==> src/rtl/vga_timing.sv <==
// 640x480@60 Hz raster timing: pixel-rate prescaler, h/v scan counters, registered
// negative-polarity syncs, blanked colour outputs and a one-clk end-of-frame pulse.
module vga_timing #(
   parameter int CLK_DIV  = 4,
   parameter int H_ACTIVE = 640,
   parameter int H_FP     = 16,
   parameter int H_SYNC   = 96,
   parameter int H_BP     = 48,
   parameter int V_ACTIVE = 480,
   parameter int V_FP     = 10,
   parameter int V_SYNC   = 2,
   parameter int V_BP     = 33
) (
   input  logic       clk,
   input  logic       rst,
   input  logic [7:0] rgb_in,
   output logic [9:0] pix_x,
   output logic [9:0] pix_y,
   output logic       pix_tick,
   output logic       video_on,
   output logic       frame_tick,
   output logic       hsync,
   output logic       vsync,
   output logic [2:0] vgaRed,
   output logic [2:0] vgaGreen,
   output logic [1:0] vgaBlue
);

   localparam int H_TOTAL = H_ACTIVE + H_FP + H_SYNC + H_BP;
   localparam int V_TOTAL = V_ACTIVE + V_FP + V_SYNC + V_BP;
   localparam int PRE_W   = (CLK_DIV > 2) ? $clog2(CLK_DIV) : 1;

   localparam logic [PRE_W-1:0] PRE_LAST = PRE_W'(CLK_DIV - 1);
   localparam logic [PRE_W-1:0] PRE_ARM  = PRE_W'(CLK_DIV - 2);

   localparam logic [9:0] H_LAST   = 10'(H_TOTAL - 1);
   localparam logic [9:0] V_LAST   = 10'(V_TOTAL - 1);
   localparam logic [9:0] H_VIS    = 10'(H_ACTIVE);
   localparam logic [9:0] V_VIS    = 10'(V_ACTIVE);
   localparam logic [9:0] HS_START = 10'(H_ACTIVE + H_FP);
   localparam logic [9:0] HS_END   = 10'(H_ACTIVE + H_FP + H_SYNC);
   localparam logic [9:0] VS_START = 10'(V_ACTIVE + V_FP);
   localparam logic [9:0] VS_END   = 10'(V_ACTIVE + V_FP + V_SYNC);

   function automatic logic in_window(input logic [9:0] cnt,
                                      input logic [9:0] lo,
                                      input logic [9:0] hi);
      return (cnt >= lo) && (cnt < hi);
   endfunction

   logic [PRE_W-1:0] prescaler;
   logic [9:0]       h_cnt;
   logic [9:0]       v_cnt;
   logic             line_end;
   logic             frame_end;
   logic             tick_arm;
   logic             active;

   assign line_end  = (h_cnt == H_LAST);
   assign frame_end = line_end && (v_cnt == V_LAST);
   assign tick_arm  = (prescaler == PRE_ARM);
   assign active    = (h_cnt < H_VIS) && (v_cnt < V_VIS);

   assign pix_x = h_cnt;
   assign pix_y = v_cnt;

   // Stage 0: prescaler; pix_tick/frame_tick are armed one clk early so they
   // are high in the clk where prescaler sits at CLK_DIV-1.
   always_ff @(posedge clk) begin
      if (!rst) begin
         prescaler  <= '0;
         pix_tick   <= 1'b0;
         frame_tick <= 1'b0;
      end else begin
         prescaler  <= (prescaler == PRE_LAST) ? '0 : prescaler + 1'b1;
         pix_tick   <= tick_arm;
         frame_tick <= tick_arm && frame_end;
      end
   end

   // Stage 1: scan counters advance on the edge that closes a pix_tick clk
   always_ff @(posedge clk) begin
      if (!rst) begin
         h_cnt <= '0;
         v_cnt <= '0;
      end else if (pix_tick) begin
         if (line_end) begin
            h_cnt <= '0;
            v_cnt <= (v_cnt == V_LAST) ? '0 : v_cnt + 10'd1;
         end else begin
            h_cnt <= h_cnt + 10'd1;
         end
      end
   end

   // Stage 2: decoded syncs and blanked colour, one clk behind pix_x/pix_y
   always_ff @(posedge clk) begin
      if (!rst) begin
         hsync    <= 1'b1;
         vsync    <= 1'b1;
         video_on <= 1'b0;
         vgaRed   <= '0;
         vgaGreen <= '0;
         vgaBlue  <= '0;
      end else begin
         hsync    <= ~in_window(h_cnt, HS_START, HS_END);
         vsync    <= ~in_window(v_cnt, VS_START, VS_END);
         video_on <= active;
         {vgaRed, vgaGreen, vgaBlue} <= active ? rgb_in : 8'd0;
      end
   end

endmodule

==> config.mk <==
export PLATFORM = sky130hd
export DESIGN_NAME = vga_timing
export DESIGN_NICKNAME = d
export VERILOG_FILES = /design/src/rtl/vga_timing.sv
export SDC_FILE = /design/constraint.sdc
export NUM_CORES = 1
export LEC_CHECK = 0
export BUFFER_PORTS_ARGS = -buffer_cell sky130_fd_sc_hd__buf_2
export CAP_MARGIN = 5
export CORE_MARGIN = 8
export CORE_UTILIZATION = 50
export CTS_CLUSTER_DIAMETER = 60
export DETAILED_ROUTE_END_ITERATION = 6
export GPL_TIMING_DRIVEN = 0
export PLACE_DENSITY = 0.88
export RECOVER_POWER = 100
export SYNTH_ARGS = -nofsm -noshare
export SYNTH_HDL_FRONTEND = slang
export SYNTH_SLANG_ARGS = --single-unit
==> constraint.sdc <==
create_clock -name clk -period 2.7 [get_ports clk]
set_input_delay 0.54 -clock clk [delete_from_list [all_inputs] [get_ports clk]]
set_output_delay 0.54 -clock clk [all_outputs]
set_load 0.005 [all_outputs]
Word-level counts from Yosys, hierarchy flattened
Index checks and enable logic that the tools add are counted.
{"block": "totals", "ram_bits": 0, "output_inout_bits": 33, "word_cells": 37, "mem_count": 0, "romBits": 0, "latchBits": 0, "register_bits": 35, "inputBits": 10}
{"block": "op_classes", "n_reduce_logical": 8, "add_sub_neg": 3, "div_mod_pow": 0, "shift": 0, "bitwise_logic": 3, "magnitude_cmp": 6, "n_mul": 0, "eq_ne": 4, "n_mux": 2}
{"cell": "adder 10 x 1 -> 10 bit (second input constant)", "count": 2}
{"cell": "equality test 10 bit (second input constant)", "count": 2}
{"cell": "less-than comparator 10 bit (second input constant)", "count": 2}
{"cell": "less-than comparator 10 x 9 -> 1 bit (second input constant)", "count": 2}
{"cell": "2-to-1 mux 10 bit", "count": 2}
{"cell": "greater-or-equal comparator 10 bit (second input constant)", "count": 1}
{"cell": "greater-or-equal comparator 10 x 9 -> 1 bit (second input constant)", "count": 1}
{"cell": "logical AND 1 bit", "count": 5}
{"cell": "equality test 2 bit (second input constant)", "count": 2}
{"cell": "AND reduction 2 bit", "count": 2}
{"cell": "inverter 1 bit", "count": 3}
{"cell": "adder 2 x 1 -> 2 bit (second input constant)", "count": 1}
{"cell": "OR reduction 2 bit", "count": 1}

Longest topological paths before layout
Gate-level depths: netlist (run 1).
{"block": "depth", "word_depth": 3, "depth_mapped": 6, "mapped_depth_nobuf": 6}

Least setup slack after synthesis (run 1)
OpenSTA, ideal clock, no wires.
{"block": "synth_path", "path_type": "register to register", "from": "register h_cnt[0] (netlist: pix_x[0])", "to": "register v_cnt[2] (netlist: pix_y[2])", "setup_time_ns": 0.139, "t_arrival_ns": 1.819, "path_stages_with_launch": 7, "t_required_ns": 2.561, "n_path_buf": 1, "synth_period_minus_slack_ns": 1.957, "setup_slack_ns": 0.743, "path_cell_list": "dfxtp_1 > ha_1 > nand4_1 > or4_4 > buf_6 > o21ai_0 > a21oi_1"}
{"block": "synth_via", "elab_chain_cells": 2}
{"element": "start: declaration", "line_no": "52", "source": "logic [9:0] h_cnt;"}
{"element": "start signal: assignment", "line_no": "91", "source": "h_cnt <= h_cnt + 10'd1;"}
{"element": "equality test 10 bit", "line_no": "59", "source": "assign line_end = (h_cnt == H_LAST);"}
{"element": "AND reduction 2 bit (no line)"}
{"element": "end signal: assignment", "line_no": "89", "source": "v_cnt <= (v_cnt == V_LAST) ? '0 : v_cnt + 10'd1;"}
{"element": "end: declaration", "line_no": "53", "source": "logic [9:0] v_cnt;"}
No other way between the ends.
A chain may end at the register's enable or synchronous reset.

Worst setup path after layout (run 1)
{"block": "layout_path", "from": "register h_cnt[0] (netlist: pix_x[0])", "to": "register v_cnt[7] (netlist: pix_y[7])"}
Same word-level chain as after synthesis.

==> results.py, run 1 <==
metrics = {
    "setup_path": {
        "crit_buf_inv": 1,
        "ff2ff_path_depth": 6,
        "path_cells": "ha_1, nand4_1, or4_1, buf_6, o21ai_0, a21oi_1",
        "cp-start-kind": "flip-flop",
        "cp_max_fo": 10,
        "crit_type": "reg2reg",
        "reg2reg_setup_slack_ps": 400,
        "crit_family": "simple AND/OR/NAND/NOR gates",
        "slowest_stage": "or4_1",
        "cp.required_ps": 2900,
        "critPathCaptureType": "flip-flop",
        "slowest_delay_ps": 590,
        "cp_num_cells": 6,
        "worstPathArrival_ps": 2510,
    },
    "routing": {
        "antenna_left": 0,
        "wl_met2_um": 1730,
        "drt-pass1-iter-count": 4,
        "drt_iter0_markers": 70,
        "wl_met1_um": 1450,
        "highest_layer": "met4",
        "vias_per_cell": 5.49,
        "drt_wl_total_um": 3410,
        "route.detailed.drc": 0,
        "vias": 1333,
        "dr_wl_met3_um": 188,
        "wl_per_cell_um": 14.0,
    },
    "final_layout": {
        "layout_commonest_cell": "dfxtp_1",
        "fin_cells": 243,
        "multi_input_area_sq_um": 706,
        "fillerInstances": 261,
        "final_cell_mix": "35 x dfxtp_1, 27 x clkbuf_1, 18 x buf_2",
        "antenna_cells": 0,
        "syn_to_final_growth_pct": 20.1,
        "nNetsFinal": 227,
        "final_core_util_pct": 64.0,
        "register_area_sq_um": 701,
        "drive_gt1_share_pct": 12.7,
        "final_area_sq_um": 1780,
    },
    "cts": {
        "insertion_delay_ps": 340,
        "cts_resized": 0,
        "cts_hold_buf": 0,
        "clkSlewWorstSetupHoldPaths_ps": 110,
        "clk_path_buf_depth": 2,
        "cts_tree": "built",
        "h-tree-depth": 2,
        "cts_setup_buffers": 0,
        "clkSinkCount": 35,
        "cts-buffers-inserted": 5,
        "clock-root-buffer": "clkbuf_4",
    },
    "timing": {
        "final.min_clock_period_ps": 2300,
        "setup_ws_ps": 400,
        "rsz0062_at_grt": "no",
        "hold_viol": 0,
        "setup_viol": 0,
        "timing.setup.tns_ps": 0,
        "worstMarginPinSlew_ps": 567,
        "fin_skew_ps": 6.95,
        "max_slew_margin_pct": 61.8,
        "fmax_mhz": 435,
        "whs_ps": 397,
        "drv_slew": 0,
        "fin_crit_sh_pct": 85.2,
    },
    "placed_design": {
        "io_buffer_count": 42,
        "place_area_sq_um": 1730,
        "gp_congestion": 0.840,
        "dpl.cell_count": 235,
        "dp_slack_ps": 476,
        "hpwl_um": 2570,
    },
    "global_route": {
        "grt_start_max_net_pins": 12,
        "grt_pass1_wl_um": 5420,
        "track_usage_pct": 13.3,
        "grt-ovfl-total": 0,
        "grt_pass1_vias": 1261,
        "antenna_found_initial": 0,
    },
    "synthesis": {
        "synth_cell_types": 34,
        "synthFlopType": "dfxtp_1",
        "yosysSeqAreaShare_pct": 47.3,
        "synth_edf_count": 0,
        "syn_inst": 162,
        "ys_warn_count": 0,
        "avgSynthCellArea_sq_um": 9.14,
        "async_flop_share_pct": 0,
        "synth.cell_area_sq_um": 1480,
        "yosys_register_bits": 35,
        "syn_nets": 178,
    },
    "outcome": {
        "outcome": "finished, final reports clean",
    },
    "floorplan": {
        "rows": 19,
        "die_area_sq_um": 4960,
        "ios": 43,
        "die_w_um": 70.4,
        "core_area_sq_um": 2780,
        "start_util_pct": 53.3,
        "die_h_um": 70.4,
    },
    "pwr": {
        "fin_total_pwr_mw": 0.986,
        "leakagePower_nw": 0.662,
        "max-vdd-ir-drop_v": 0.000404,
        "pwr_density_cell_nw_per_um2": 554,
    },
    "run": {
        "drv_cap": 0,
    },
    "hold_path": {
        "hold_path.class": "in2reg",
        "min_path_cells": 2,
    },
}
[synthesized netlist by cell type, drive strengths merged, types with 2 or more instances]
| master | number | share of area [%] |
|---|---|---|
| xor2 | 4 | 2.4 |
| and3 | 3 | 1.3 |
| inv | 11 | 2.8 |
| nand4 | 7 | 3.0 |
| nand4b | 2 | 1.2 |
| clkbuf | 3 | 0.76 |
| xnor2 | 4 | 2.4 |
| or4 | 4 | 2.3 |
| nand3 | 6 | 2.0 |
| o21ai | 8 | 2.7 |
| nand2b | 3 | 1.3 |
| a21oi | 6 | 2.0 |
| nor3 | 2 | 0.68 |
| buf | 2 | 1.1 |
| nor4 | 3 | 1.3 |
| nor2 | 12 | 3.0 |
| dfxtp | 35 | 47 |
| ha | 6 | 5.1 |
| mux2i | 2 | 1.4 |
| or3 | 5 | 2.1 |
| nand2 | 9 | 2.3 |
| and2 | 11 | 4.6 |
| o31ai | 5 | 2.5 |
[final timing paths]
kind,startpoint,end
worst max-delay path,pix_x[0],pix_y[7]
worst min-delay path,rgb_in[2],vgaGreen[0]
worst min register to register,prescaler[0],prescaler[0]
worst max register to register,pix_x[0],pix_y[7]
[state kept, by name, indices dropped and copies added (netlist names)]
| name | cells |
|---|---|
| video_on | 1 |
| vsync | 1 |
| frame_tick | 1 |
| hsync | 1 |
| pix_x | 10 |
| prescaler | 2 |
| vgaBlue | 2 |
| pix_y | 10 |
| vgaRed | 3 |
| pix_tick | 1 |
| vgaGreen | 3 |
[cell type report]
| cell class | instances | share of cell area (%) |
|---|---|---|
| clock buffer | 6 | 2.88 |
| multi-input combinational | 111 | 39.7 |
| sequential | 35 | 39.4 |
| buffer | 5 | 1.55 |
| timing repair buffer | 42 | 10.1 |
| inverter | 11 | 2.32 |
| clock inverter | 2 | 1.97 |
| tap | 31 | 2.18 |
[cells by family (layout without fill, tap and decap cells)]
family | count (synthesis) | in the layout | synth area share, %
buffers and inverters | 16 | 66 | 4.64
XOR/XNOR | 8 | 8 | 4.73
AND/OR/NAND/NOR | 71 | 71 | 27.2
flip-flops | 35 | 35 | 47.3
multiplexers | 2 | 2 | 1.35
adder cells (fa/ha/maj) | 6 | 6 | 5.07
AO/OA/AOI/OAI | 24 | 24 | 9.71
[where the power goes]
group / total (mW) / internal [mW] / switching, mW
registers: 0.541 / 0.532 / 0.00938
clock network: 0.389 / 0.219 / 0.171
logic: 0.0550 / 0.0255 / 0.0295
[per-layer routing]
metal | vias to the layer above | global-route usage (%)
met5 | - | 0
met4 | 0 | 6.70
met3 | 4 | 5.37
met2 | 27 | 23.0
met1 | 634 | 13.3
li1 | 668 | -
Note: power is estimated with default switching activity, not from simulation.
==> inputs of run 2 (changes only) <==
--- a/config.mk
+++ b/config.mk
@@ -8,11 +8,12 @@
 export BUFFER_PORTS_ARGS = -buffer_cell sky130_fd_sc_hd__buf_2
 export CAP_MARGIN = 5
 export CORE_MARGIN = 8
-export CORE_UTILIZATION = 50
+export CORE_UTILIZATION = 53
+export CTS_BUF_LIST = sky130_fd_sc_hd__clkbuf_4 sky130_fd_sc_hd__clkbuf_8
 export CTS_CLUSTER_DIAMETER = 60
 export DETAILED_ROUTE_END_ITERATION = 6
 export GPL_TIMING_DRIVEN = 0
-export PLACE_DENSITY = 0.88
+export PLACE_DENSITY = 0.92
 export RECOVER_POWER = 100
 export SYNTH_ARGS = -nofsm -noshare
 export SYNTH_HDL_FRONTEND = slang
==> results.py, run 2 (synthesis results as in run 1) <==
metrics = {
    "routing": {
        "drt_wl_total_um": 3420,
        "vias_per_cell": 5.33,
        "drt_iter0_markers": 88,
        "wl_per_cell_um": 14.1,
        "vias": 1296,
        "route.detailed.drc": 0,
        "antenna_left": 0,
        "drt-pass1-iter-count": 4,
    },
    "floorplan": {
        "core_area_sq_um": 2710,
        "die_w_um": 68.9,
        "die_h_um": 68.9,
        "ios": 43,
        "rows": 19,
        "die_area_sq_um": 4740,
        "start_util_pct": 54.7,
    },
    "final_layout": {
        "final_core_util_pct": 65.1,
        "final_cell_mix": "35 x dfxtp_1, 28 x clkbuf_1, 18 x buf_2",
        "antenna_cells": 0,
        "drive_gt1_share_pct": 12.7,
        "syn_to_final_growth_pct": 19.2,
        "nNetsFinal": 227,
        "layout_commonest_cell": "dfxtp_1",
        "fillerInstances": 261,
    },
    "global_route": {
        "grt_pass1_wl_um": 5610,
        "track_usage_pct": 15.8,
        "grt_pass1_vias": 1240,
        "antenna_found_initial": 0,
        "grt_start_max_net_pins": 12,
        "grt-ovfl-total": 0,
    },
    "hold_path": {
        "holdPathEnd": "vgaRed[2]",
        "min_path_cells": 2,
        "hold_path.class": "in2reg",
        "holdCritStartpoint": "rgb_in[7]",
    },
    "timing": {
        "fmax_mhz": 428,
        "worstMarginPinSlew_ps": 599,
        "hold_viol": 0,
        "fin_skew_ps": 7.79,
        "setup_viol": 0,
        "max_slew_margin_pct": 59.7,
        "rsz0062_at_grt": "no",
        "drv_slew": 0,
        "timing.setup.tns_ps": 0,
        "final.min_clock_period_ps": 2340,
        "fin_crit_sh_pct": 86.5,
    },
    "placed_design": {
        "hpwl_um": 2630,
        "io_buffer_count": 42,
        "gp_congestion": 0.880,
    },
    "cts": {
        "clock-root-buffer": "clkbuf_4",
        "cts-buffers-inserted": 5,
        "clk_path_buf_depth": 2,
        "cts_hold_buf": 0,
        "h-tree-depth": 2,
        "insertion_delay_ps": 340,
        "cts_resized": 0,
        "clkSlewWorstSetupHoldPaths_ps": 110,
        "cts_tree": "built",
        "cts_setup_buffers": 0,
        "clkSinkCount": 35,
    },
    "setup_path": {
        "ff2ff_path_depth": 6,
        "worstPathArrival_ps": 2550,
        "crit_type": "reg2reg",
        "cp.required_ps": 2910,
        "r2r_start": "pix_x[0]",
        "critPathCaptureType": "flip-flop",
        "reg2reg_setup_slack_ps": 360,
        "cp_max_fo": 10,
        "r2r_end": "pix_y[6]",
        "cp-start-kind": "flip-flop",
    },
    "outcome": {
        "outcome": "finished, final reports clean",
    },
    "pwr": {
        "leakagePower_nw": 0.653,
        "pwr_density_cell_nw_per_um2": 522,
        "max-vdd-ir-drop_v": 0.000444,
    },
    "run": {
        "drv_cap": 0,
    },
}
## run 2: cell count changes in the layout (fill, tap and decap cells not counted), sizes merged
cell	change
clkinvlp	+1
clkinv	-1
buf	-1
clkbuf	+2
bufinv	-1
## run 2: worst max-delay path by stage
stage,from,slack [ps],cells past startpoint,to
after floorplan,pix_x[0],740,6,pix_y[2]
after global placement,pix_x[0],510,6,pix_y[6]
after detailed placement,pix_x[0],460,6,pix_y[6]
after CTS,pix_x[0],440,6,pix_y[6]
after global routing,pix_x[0],140,6,pix_y[7]
final,pix_x[0],360,6,pix_y[6]
## run 2: routing by layer
metal	track usage (%)	routed length [um]	vias up
li1	-	-	658
met1	16.9	1370	598
met2	25.7	1710	34
met3	7.43	279	6
met4	8.02	60	0
met5	0	0	-
## run 2: power breakdown
part / switching [mW] / leakage, nW / internal [mW]
sequential: 0.00914 / 0.285 / 0.532
combinational: 0.0289 / 0.330 / 0.0263
clock: 0.173 / 0.0375 / 0.152
total: 0.211 / 0.653 / 0.710
## run 2: cell type report
class                      instances  area [sq um]  area share [%]
buffer                             5          27.5            1.56
clock buffer                       7          65.1            3.69
clock inverter                     1          7.51           0.425
inverter                          11          41.3            2.34
multi-input combinational        111           706            40.0
sequential                        35           701            39.7
tap                               31          38.8            2.20
timing repair buffer              42           179            10.1
## run 2: worst max-delay path: stages, from the launching register on
cell and delay [ps]:
dfxtp_1 430, ha_1 230, nand4_1 190, or4_1 590, buf_6 180, o21ai_0 490
a21oi_1 100
## run 2: stage by stage
| step | cell area (sq um) | setup slack, ps | total power [mW] | instances | hold WS (ps) |
|---|---|---|---|---|---|
| after floorplan | 1480 | 743 | 0.584 | 162 | 417 |
| final | 1770 | 364 | 0.921 | 243 | 389 |
| after global placement | 1730 | 511 | 0.608 | 235 | 433 |
| after CTS | 1800 | 440 | 0.938 | 243 | 373 |
| after detailed placement | 1730 | 462 | 0.611 | 235 | 439 |
| after global routing | 1770 | 138 | 0.971 | 243 | 371 |
